--- config.mk ---
export PLATFORM = sky130hd
export DESIGN_NAME = mem_access_unit
export DESIGN_NICKNAME = d
export VERILOG_FILES = /design/src/rtl/rv32i_types.sv /design/src/rtl/mau_lane_align.sv /design/src/rtl/mem_access_unit.sv
export SDC_FILE = /design/constraint.sdc
export NUM_CORES = 1
export LEC_CHECK = 0
export ABC_AREA = 1
export CAP_MARGIN = 20
export CORE_MARGIN = 2
export CORE_UTILIZATION = 48
export CTS_BUF_LIST = sky130_fd_sc_hd__clkbuf_8
export CTS_CLUSTER_DIAMETER = 30
export DETAILED_ROUTE_END_ITERATION = 16
export GPL_ROUTABILITY_DRIVEN = 1
export PLACE_DENSITY = 0.85
export SYNTH_ARGS = -nofsm -noshare
export SYNTH_HDL_FRONTEND = slang
export SYNTH_SLANG_ARGS = --single-unit
--- constraint.sdc ---
create_clock -name clk -period 3.2 [get_ports clk]
set_clock_uncertainty 0.2 [all_clocks]
set_input_delay 0.64 -clock clk [delete_from_list [all_inputs] [get_ports clk]]
set_output_delay 0.64 -clock clk [all_outputs]
set_load 0.01 [all_outputs]
--- src/rtl/rv32i_types.sv ---
// ============================================================================
//  Module      : rv32i_types (package)
//  Description : Shared rv32i types for the load/store unit: load/store
//                funct3 encodings, the access FSM state enum, and small
//                helpers for access size and funct3 legality.
//  Revision    : 1.0 - initial release
// ============================================================================
`default_nettype none

package rv32i_types;

  // Load funct3 encodings; LD and LWU exist only on a 64-bit datapath
  typedef enum logic [2:0] {
    LD_LB  = 3'b000,
    LD_LH  = 3'b001,
    LD_LW  = 3'b010,
    LD_LD  = 3'b011,
    LD_LBU = 3'b100,
    LD_LHU = 3'b101,
    LD_LWU = 3'b110
  } load_funct3_t;

  // Store funct3 encodings; SD exists only on a 64-bit datapath
  typedef enum logic [2:0] {
    ST_SB = 3'b000,
    ST_SH = 3'b001,
    ST_SW = 3'b010,
    ST_SD = 3'b011
  } store_funct3_t;

  // Load/store unit sequencing states
  typedef enum logic [1:0] {
    IDLE = 2'd0,
    ACC0 = 2'd1,
    ACC1 = 2'd2,
    RESP = 2'd3
  } mau_state_t;

  // Access size in bytes from the low two funct3 bits
  function automatic logic [3:0] access_size(input logic [2:0] funct3);
    logic [3:0] sz;
    case (funct3[1:0])
      2'b00:   sz = 4'd1;
      2'b01:   sz = 4'd2;
      2'b10:   sz = 4'd4;
      default: sz = 4'd8;
    endcase
    return sz;
  endfunction

  // True when funct3 names a real load/store on this datapath width
  function automatic logic funct3_legal(input logic is_write,
                                        input logic [2:0] funct3,
                                        input logic xlen64);
    logic ok;
    ok = 1'b0;
    if (is_write) begin
      case (store_funct3_t'(funct3))
        ST_SB, ST_SH, ST_SW: ok = 1'b1;
        ST_SD:               ok = xlen64;
        default:             ok = 1'b0;
      endcase
    end else begin
      case (load_funct3_t'(funct3))
        LD_LB, LD_LH, LD_LW, LD_LBU, LD_LHU: ok = 1'b1;
        LD_LD, LD_LWU:                       ok = xlen64;
        default:                             ok = 1'b0;
      endcase
    end
    return ok;
  endfunction

endpackage

`default_nettype wire

--- src/rtl/mau_lane_align.sv ---
// ============================================================================
//  Module      : mau_lane_align
//  Description : Combinational byte-lane logic for the load/store unit.
//                Builds byte enables and lane-shifted store data for either
//                half of a (possibly word-crossing) access, and extracts and
//                extends load data from the two-word byte-assembly register.
//  Revision    : 1.0 - initial release
// ============================================================================
`default_nettype none

module mau_lane_align #(
  parameter  int XLEN = 32,
  localparam int NB   = XLEN / 8,
  localparam int OFFW = $clog2(XLEN / 8)
) (
  input  logic [OFFW-1:0]   i_off,
  input  logic [3:0]        i_size,
  input  logic              i_unsigned,
  input  logic              i_second,
  input  logic [XLEN-1:0]   i_wdata,
  input  logic [2*XLEN-1:0] i_asm,
  output logic [NB-1:0]     o_be,
  output logic [XLEN-1:0]   o_wdata,
  output logic [XLEN-1:0]   o_load
);

  // The access is viewed as a window over two consecutive words: the low
  // half belongs to the first transaction, the high half to the second.
  logic [2*NB-1:0]   w_be_base;
  logic [2*NB-1:0]   w_be_full;
  logic [2*XLEN-1:0] w_wd_full;
  logic [XLEN-1:0]   w_raw;
  logic              w_sign;

  assign w_be_base = ((2*NB)'(1) << i_size) - (2*NB)'(1);
  assign w_be_full = w_be_base << i_off;
  assign w_wd_full = {{XLEN{1'b0}}, i_wdata} << {i_off, 3'b000};

  assign o_be    = i_second ? w_be_full[2*NB-1:NB]     : w_be_full[NB-1:0];
  assign o_wdata = i_second ? w_wd_full[2*XLEN-1:XLEN] : w_wd_full[XLEN-1:0];

  // Bring the first accessed byte down to lane 0
  assign w_raw = XLEN'(i_asm >> {i_off, 3'b000});

  // Keep the accessed bytes and fill the rest with sign or zero
  always_comb begin
    w_sign = 1'b0;
    for (int b = 0; b < NB; b++) begin
      if (b == int'(i_size) - 1) w_sign = w_raw[8*b+7];
    end
    o_load = '0;
    for (int b = 0; b < NB; b++) begin
      o_load[8*b +: 8] = (b < int'(i_size)) ? w_raw[8*b +: 8]
                                           : {8{w_sign & ~i_unsigned}};
    end
  end

endmodule

`default_nettype wire

--- src/rtl/mem_access_unit.sv ---
// ============================================================================
//  Module      : mem_access_unit
//  Description : Load/store unit. Accepts one request, issues one or two
//                word-aligned memory transactions with byte enables, waits
//                on the memory handshake and returns extended load data.
//  Revision    : 1.0 - initial release
// ============================================================================
`default_nettype none

module mem_access_unit
  import rv32i_types::*;
#(
  parameter int XLEN             = 32,
  parameter bit SPLIT_MISALIGNED = 1'b1
) (
  input  logic              clk,
  input  logic              rst,
  input  logic              req_valid,
  input  logic              req_write,
  input  logic [2:0]        req_funct3,
  input  logic [XLEN-1:0]   req_addr,
  input  logic [XLEN-1:0]   req_wdata,
  output logic              req_ready,
  output logic              resp_valid,
  output logic [XLEN-1:0]   resp_rdata,
  output logic              resp_err,
  output logic [XLEN-1:0]   mem_address,
  output logic              mem_read,
  output logic              mem_write,
  output logic [XLEN/8-1:0] mem_byte_enable,
  output logic [XLEN-1:0]   mem_wdata,
  input  logic [XLEN-1:0]   mem_rdata,
  input  logic              mem_resp
);

  localparam int NB   = XLEN / 8;
  localparam int OFFW = $clog2(NB);

  mau_state_t        r_state;
  mau_state_t        w_next;
  logic [XLEN-1:0]   r_addr;
  logic [XLEN-1:0]   r_wdata;
  logic [2:0]        r_funct3;
  logic              r_write;
  logic              r_err;
  logic [2*XLEN-1:0] r_asm;

  logic [2:0]        w_funct3;
  logic              w_write;
  logic [OFFW-1:0]   w_off;
  logic [3:0]        w_size;
  logic              w_legal;
  logic              w_split;
  logic              w_bad;
  logic              w_accept;
  logic              w_in_acc;
  logic [NB-1:0]     w_be;
  logic [XLEN-1:0]   w_lane_wdata;
  logic [XLEN-1:0]   w_load;

  // In IDLE the decode looks at the incoming request so the error path can
  // reach RESP one cycle after acceptance; elsewhere it uses the latched copy.
  assign w_funct3 = (r_state == IDLE) ? req_funct3 : r_funct3;
  assign w_write  = (r_state == IDLE) ? req_write  : r_write;
  assign w_off    = (r_state == IDLE) ? req_addr[OFFW-1:0] : r_addr[OFFW-1:0];
  assign w_size   = access_size(w_funct3);
  assign w_legal  = funct3_legal(w_write, w_funct3, XLEN == 64);
  assign w_split  = (5'(w_off) + 5'(w_size)) > 5'(NB);
  assign w_bad    = !w_legal || (w_split && !SPLIT_MISALIGNED);
  assign w_accept = (r_state == IDLE) && req_valid;
  assign w_in_acc = (r_state == ACC0) || (r_state == ACC1);

  mau_lane_align #(
    .XLEN (XLEN)
  ) u_lane_align (
    .i_off      (w_off),
    .i_size     (w_size),
    .i_unsigned (w_funct3[2]),
    .i_second   (r_state == ACC1),
    .i_wdata    (r_wdata),
    .i_asm      (r_asm),
    .o_be       (w_be),
    .o_wdata    (w_lane_wdata),
    .o_load     (w_load)
  );

  // State register
  always_ff @(posedge clk) begin
    if (rst) r_state <= IDLE;
    else     r_state <= w_next;
  end

  // Next-state logic
  always_comb begin
    w_next = r_state;
    case (r_state)
      IDLE: if (req_valid) w_next = w_bad ? RESP : ACC0;
      ACC0: if (mem_resp)  w_next = w_split ? ACC1 : RESP;
      ACC1: if (mem_resp)  w_next = RESP;
      RESP: w_next = IDLE;
      default: w_next = IDLE;
    endcase
  end

  // Output decode from the current state
  always_comb begin
    req_ready       = 1'b0;
    resp_valid      = 1'b0;
    resp_err        = 1'b0;
    resp_rdata      = '0;
    mem_address     = '0;
    mem_read        = 1'b0;
    mem_write       = 1'b0;
    mem_byte_enable = '0;
    mem_wdata       = '0;
    case (r_state)
      IDLE: req_ready = 1'b1;
      ACC0, ACC1: begin
        mem_address     = {r_addr[XLEN-1:OFFW], {OFFW{1'b0}}}
                          + ((r_state == ACC1) ? XLEN'(NB) : XLEN'(0));
        mem_read        = !r_write;
        mem_write       = r_write;
        mem_byte_enable = w_be;
        mem_wdata       = w_lane_wdata;
      end
      RESP: begin
        resp_valid = 1'b1;
        resp_err   = r_err;
        resp_rdata = (r_err || r_write) ? '0 : w_load;
      end
      default: ;
    endcase
  end

  // Request latch and load byte assembly; the second transaction's bytes
  // land in the upper word of the assembly register.
  always_ff @(posedge clk) begin
    if (rst) begin
      r_addr   <= '0;
      r_wdata  <= '0;
      r_funct3 <= '0;
      r_write  <= 1'b0;
      r_err    <= 1'b0;
      r_asm    <= '0;
    end else begin
      if (w_accept) begin
        r_addr   <= req_addr;
        r_wdata  <= req_wdata;
        r_funct3 <= req_funct3;
        r_write  <= req_write;
        r_err    <= w_bad;
        r_asm    <= '0;
      end
      if (mem_resp && w_in_acc && !r_write) begin
        for (int b = 0; b < NB; b++) begin
          if (w_be[b]) begin
            if (r_state == ACC1) r_asm[XLEN+8*b +: 8] <= mem_rdata[8*b +: 8];
            else                 r_asm[8*b +: 8]      <= mem_rdata[8*b +: 8];
          end
        end
      end
    end
  end

endmodule

`default_nettype wire

# Word-level counts from Yosys, hierarchy flattened
# Index checks and enable logic that the tools add are counted.
[totals]
reg_bits = 135
wordCells = 104
output_inout_bits = 105
[classes]
eq_ne = 15
n_bitwise = 2
n_addsub = 4
muxes = 52
shift = 4
n_lt_le_gt_ge = 5
n_reduce_logical = 15
[ops]
columns = ["op", "n"]
rows = [
  ["$mux W32", 5],
  ["$mux W8", 20],
  ["$mux W64", 2],
  ["$eq A3 B32 Y1 const A", 2],
  ["$shl A32 B5 Y64", 1],
  ["$shr A64 B5 Y32", 1],
  ["$add A32 B3 Y32", 1],
  ["$eq A2 B32 Y1 const A", 1],
  ["$logic_not A32 Y1", 1],
  ["$mux W1", 14],
  ["$pmux W4 S3", 1],
  ["$mux W2", 5],
  ["$lt A1 B4 Y1 const A", 2],
  ["$lt A2 B4 Y1 const A", 2],
  ["$mux W4", 2],
  ["$pmux W2 S4", 1],
  ["$shl A1 B4 Y8 const A", 1],
  ["$shl A8 B2 Y8", 1],
  ["$sub A8 B2 Y8 const B", 1],
  ["$eq A2 B2 Y1 const B", 3],
  ["$eq A3 B3 Y1 const B", 2],
  ["$mux W3", 2],
  ["$ne A2 B2 Y1 const B", 3],
  ["$add A2 B4 Y5", 1],
  ["16 further kinds", 22],
]

# Longest topological paths before layout
[depth]
ltp_word = 14
ltp_mapped = 18
depth_no_buf = 15

# Cells and area by module
# From an unflattened synthesis, not the netlist that was laid out.
[hier_totals]
hier_cells = 1422
area_unflattened_um2 = 8674.6
[modules_own_cells]
columns = ["module", "n_inst", "cells_each", "area_per_inst_um2"]
rows = [
  ["mem_access_unit", 1, 989, 6540.0],
  ["mau_lane_align", 1, 433, 2134.5],
]

# Worst setup path after synthesis
# Ideal clock, no wire load.
[synth_path]
path_type = "reg2out"
from = "register r_state[0]"
to = "output port mem_address[28]"
path_buffers = 0
path_stages_with_launch = 12
t_arrival_ps = 2069
slack_ps = 291
cell_sequence = "dfxtp_1 inv_1 ha_1 ha_1 ha_1 nand2_1 nor2_1 nand2_1 nor3_1 nand2_1 xor2_1 nor2_1"
[synth_via]
elab_chain_cells = 4
word_cells_on_any_way = 6
classes_between = "add/sub (1); eq/ne (2); mux (2); reduce/logical (1)"
[synth_rtl]
columns = ["element", "line", "rtl"]
rows = [
  ["from (decl)", "mem_access_unit.sv:39", "mau_state_t r_state;"],
  ["from (signal assigned)", "mem_access_unit.sv:90", "else r_state <= w_next;"],
  ["$eq A2 B2 Y1", "mem_access_unit.sv:116, mem_access_unit.sv:120", ""],
  ["$mux W3", "mem_access_unit.sv:120", "+ ((r_state == ACC1) ? XLEN'(NB) : XLEN'(0));"],
  ["$add A32 B3 Y32", "mem_access_unit.sv:120", ""],
  ["$mux W32 *", "mem_access_unit.sv:116", "case (r_state)"],
  ["to (decl)", "mem_access_unit.sv:27", "output logic [XLEN-1:0] mem_address,"],
]
# Every way passes the cells marked *; elsewhere a longest branch is shown, timed or not.

# Worst setup path in the final report
[layout_path]
from = "input port req_addr[0]"
to = "output port resp_rdata[23]"
[layout_via]
elab_chain_cells = 10
[layout_rtl]
columns = ["element", "line", "rtl"]
rows = [
  ["from (decl)", "mem_access_unit.sv:21", "input logic [XLEN-1:0] req_addr,"],
  ["$mux W2 *", "mem_access_unit.sv:65", "assign w_off = (r_state == IDLE) ? req_addr[OFFW-1:0] : r_addr[OFFW-1:0];"],
  ["$shr A64 B5 Y32 *", "mau_lane_align.sv:43", "assign w_raw = XLEN'(i_asm >> {i_off, 3'b000});"],
  ["$mux W1 (4 in series)", "mau_lane_align.sv:49", "if (b == int'(i_size) - 1) w_sign = w_raw[8*b+7];"],
  ["$and A1 B1 Y1", "mau_lane_align.sv:54", ": {8{w_sign & ~i_unsigned}};"],
  ["$mux W8 *", "mau_lane_align.sv:53", "o_load[8*b +: 8] = (b < int'(i_size)) ? w_raw[8*b +: 8]"],
  ["$mux W32 *", "mem_access_unit.sv:129", "resp_rdata = (r_err || r_write) ? '0 : w_load;"],
  ["$mux W32 *", "mem_access_unit.sv:116", ""],
  ["to (decl)", "mem_access_unit.sv:25", "output logic [XLEN-1:0] resp_rdata,"],
]
# Marked as above.

==> impl_metrics.py <==
metrics = {
    "status": {
        "status": "complete, but fails checks",
        "violations": "negative setup slack",
    },
    "worst_hold_path": {
        "hold_depth": 2,
        "hp-class": "reg2reg",
        "hp-start": "r_wdata[12]$_SDFFE_PP0P_",
        "holdPathEnd": "r_wdata[12]$_SDFFE_PP0P_",
    },
    "floorplanning": {
        "die_y_microns": 134,
        "die_area_sq_um": 18000,
        "die-width_microns": 134,
        "core_sq_um": 16600,
        "start_util_pct": 49.0,
        "core.rowCount": 47,
        "top_level_ports": 209,
    },
    "worst_setup_path": {
        "timing.rr.start": "r_state[1]$_SDFFE_PP0P_",
        "crit_arrival_ns": 2.77,
        "rr_endpoint": "r_state[0]$_SDFFE_PP0P_",
        "worst-path-max-fanout": 4,
        "endpoint_kind": "output port",
        "critical_path_class": "in2out",
        "required_ns": 2.36,
        "reg2reg_slack_ns": -0.05,
        "rr_worst_depth": 17,
        "worst_setup_path_start_kind": "input port",
    },
    "sta": {
        "layout_min_cycle_time_ns": 3.61,
        "slew_headroom_pct": 53.8,
        "holdWs_ns": 0.281,
        "finalMaxSlewViolations": 0,
        "worst_slew_pin_slew_ns": 0.693,
        "setup_viol": 55,
        "hold_viol": 0,
        "fmax_mhz": 277,
        "rsz0062_at_grt": "true",
        "period_share_pct": 113,
        "worst_slack_ns": -0.407,
    },
    "placement": {
        "hpwlAfterDp_mm": 22.8,
        "io_buffer_count": 206,
        "dp.cells": 1763,
        "place.gp.congestion": 1.00,
    },
    "global_route": {
        "grt_max_degree": 69,
        "grt_pass1_vias": 9722,
        "overflow": 0,
        "grt_use_total_pct": 35.4,
        "grt_pass1_wl_mm": 50.6,
        "antenna_found_initial": 1,
    },
    "logic_synthesis": {
        "synth_cell_type_count": 40,
        "yosys.area.top_type": "dfxtp_1",
        "synth_most_common_cell": "nand2_1",
        "synthArstFlopShare_pct": 0,
        "ys_seq_area_share_pct": 31.3,
        "yosys.area.top_type_share_pct": 31.3,
        "ys.flop_type": "dfxtp_1",
        "synth_common_cells": "nand2_1, nor2_1, o21ai_0, a21oi_1, dfxtp_1",
        "synth-edff-count": 0,
        "synth_area_per_cell_sq_um": 6.23,
        "syn_inst": 1305,
        "ys_ff_latch": 127,
        "netlist_area_sq_um": 8130,
        "yosysWarnings": 0,
        "netlist_top_cells_area": "dfxtp_1, o21ai_0, nand2_1",
    },
    "final_layout": {
        "drive_gt1_share_pct": 29.6,
        "syn_to_final_growth_pct": 56.0,
        "instances_no_fill": 1842,
        "nets": 1720,
    },
    "route": {
        "wl_mm": 36.6,
        "ant_nets": 0,
        "wl_per_cell_microns": 19.9,
        "vias_per_cell": 6.13,
        "drc": 0,
        "drtIter0Drc": 1584,
        "vias": 11300,
        "dr.pass1.iters": 6,
    },
    "run": {
        "maxCapViolCount": 0,
    },
    "power": {
        "p_leak_uw": 0.00531,
        "ir_worst_vdd_v": 0.000527,
        "cellPowerDensity_nw_per_um2": 932,
    },
    "clock_tree": {
        "cts_tree": "built",
        "cts_made_buffers": 17,
        "clk_path_buf_depth": 2,
        "cts-root-buf": "clkbuf_8",
        "clk_latency_ns": 0.46,
        "h-tree-depth": 4,
        "clock_sinks": 127,
        "clk_pin_slew_ns": 0.08,
    },
}
layer usage:
layer  share of wire [%]  GRT usage (%)  vias up  wire length, microns
li1                    -              -     4944                     -
met1                  38           46.9     5098                 13900
met2                  44           54.6      965                 16000
met3                  11           7.11      279                  4050
met4                 7.4           18.7        0                  2710
met5                   0              0        -                     0
cells by family after synthesis:
group	synth area share, %
simple gates	27.7
compound gates	26.8
buf+inv	11.2
flops	31.3
other cells	0.0461
xor+xnor	1.72
fa+ha+maj	1.32
power by group:
group / leakage [uW] / internal, uW / switching, uW / total (uW)
registers: 0.00104 / 1940 / 367 / 2310
clock network: 0.000193 / 703 / 746 / 1450
logic: 0.00408 / 3210 / 4840 / 8060
stage by stage:
stage	worst slack [ns]	setup TNS (ns)	utilization, %	total power (uW)	cell area, sq um
final	-0.407	-7.40	76.4	11800	12700
after CTS	-0.125	-0.938	71.8	10400	11900
after detailed placement	-0.511	-24.08	66.4	8310	11000
after global routing	-0.480	-13.68	76.4	12300	12700
after global placement	-0.416	-21.45	66.4	8210	11000
after floorplan	0.291	0	-	5650	8130
state kept, by name, indices dropped and copies added, names as in the netlist:
signal and count:
r_funct3 3, r_wdata 32, r_asm 56, r_state 2
r_err 1, r_write 1, r_addr 32
worst max-delay path, stage by stage:
cell and delay [ns]:
clkdlybuf4s50_1 0.51, nand2_4 0.18, buf_4 0.20, nand3_4 0.09, buf_4 0.14, a21oi_1 0.56, nor2_1 0.18, nor2_4 0.13
buf_2 0.13
worst max-delay path by stage:
| stage | startpoint | endpoint | cells after the start |
|---|---|---|---|
| floorplan | r_state[0]$_SDFFE_PP0P_ | mem_address[28] | 11 |
| global placement | req_addr[1] | resp_rdata[19] | 8 |
| detailed placement | req_addr[1] | resp_rdata[19] | 8 |
| finish | req_addr[0] | resp_rdata[23] | 9 |
| CTS | r_state[1]$_SDFFE_PP0P_ | resp_rdata[30] | 12 |
| global route | req_addr[0] | resp_rdata[13] | 11 |
final cells by class:
type	count	area, sq um
clock inverter	15	163
inverter	131	517
fill	1175	3910
antenna	1	2.50
tap	220	275
timing repair buffer	364	3260
clock buffer	17	234
sequential	127	2560
multi-input combinational	967	5660
cell usage in the layout, fill, tap and decap left out, types with 9 or more instances in the layout:
master,netlist,routed
nand3_2,5,14
a21oi_2,0,44
nor2_1,199,176
o21ai_2,2,12
buf_4,10,113
inv_1,123,109
nand2_4,4,10
clkdlybuf4s50_1,0,110
o21ai_1,9,55
inv_2,5,15
nor2_4,2,15
xor2_1,10,10
dlygate4sd2_1,0,10
nor3_1,17,9
buf_6,6,30
nand4_1,19,19
a21oi_1,152,103
clkbuf_8,0,17
o21ai_0,196,136
nand2_1,225,208
nand2_2,7,14
buf_12,0,10
buf_2,18,65
a31oi_1,19,14
nand3_1,43,29
nor2_2,8,18
dfxtp_1,127,120
timing repair:
item | CTS | global route
gates resized for setup | 445 | 210
hold buffers | 0 | 0
buffers inserted | 21 | 17
setup endpoints to repair | 95 | 87
gates cloned | 4 | 4
pin swaps | 32 | 58
(Power assumes the default switching activity.)
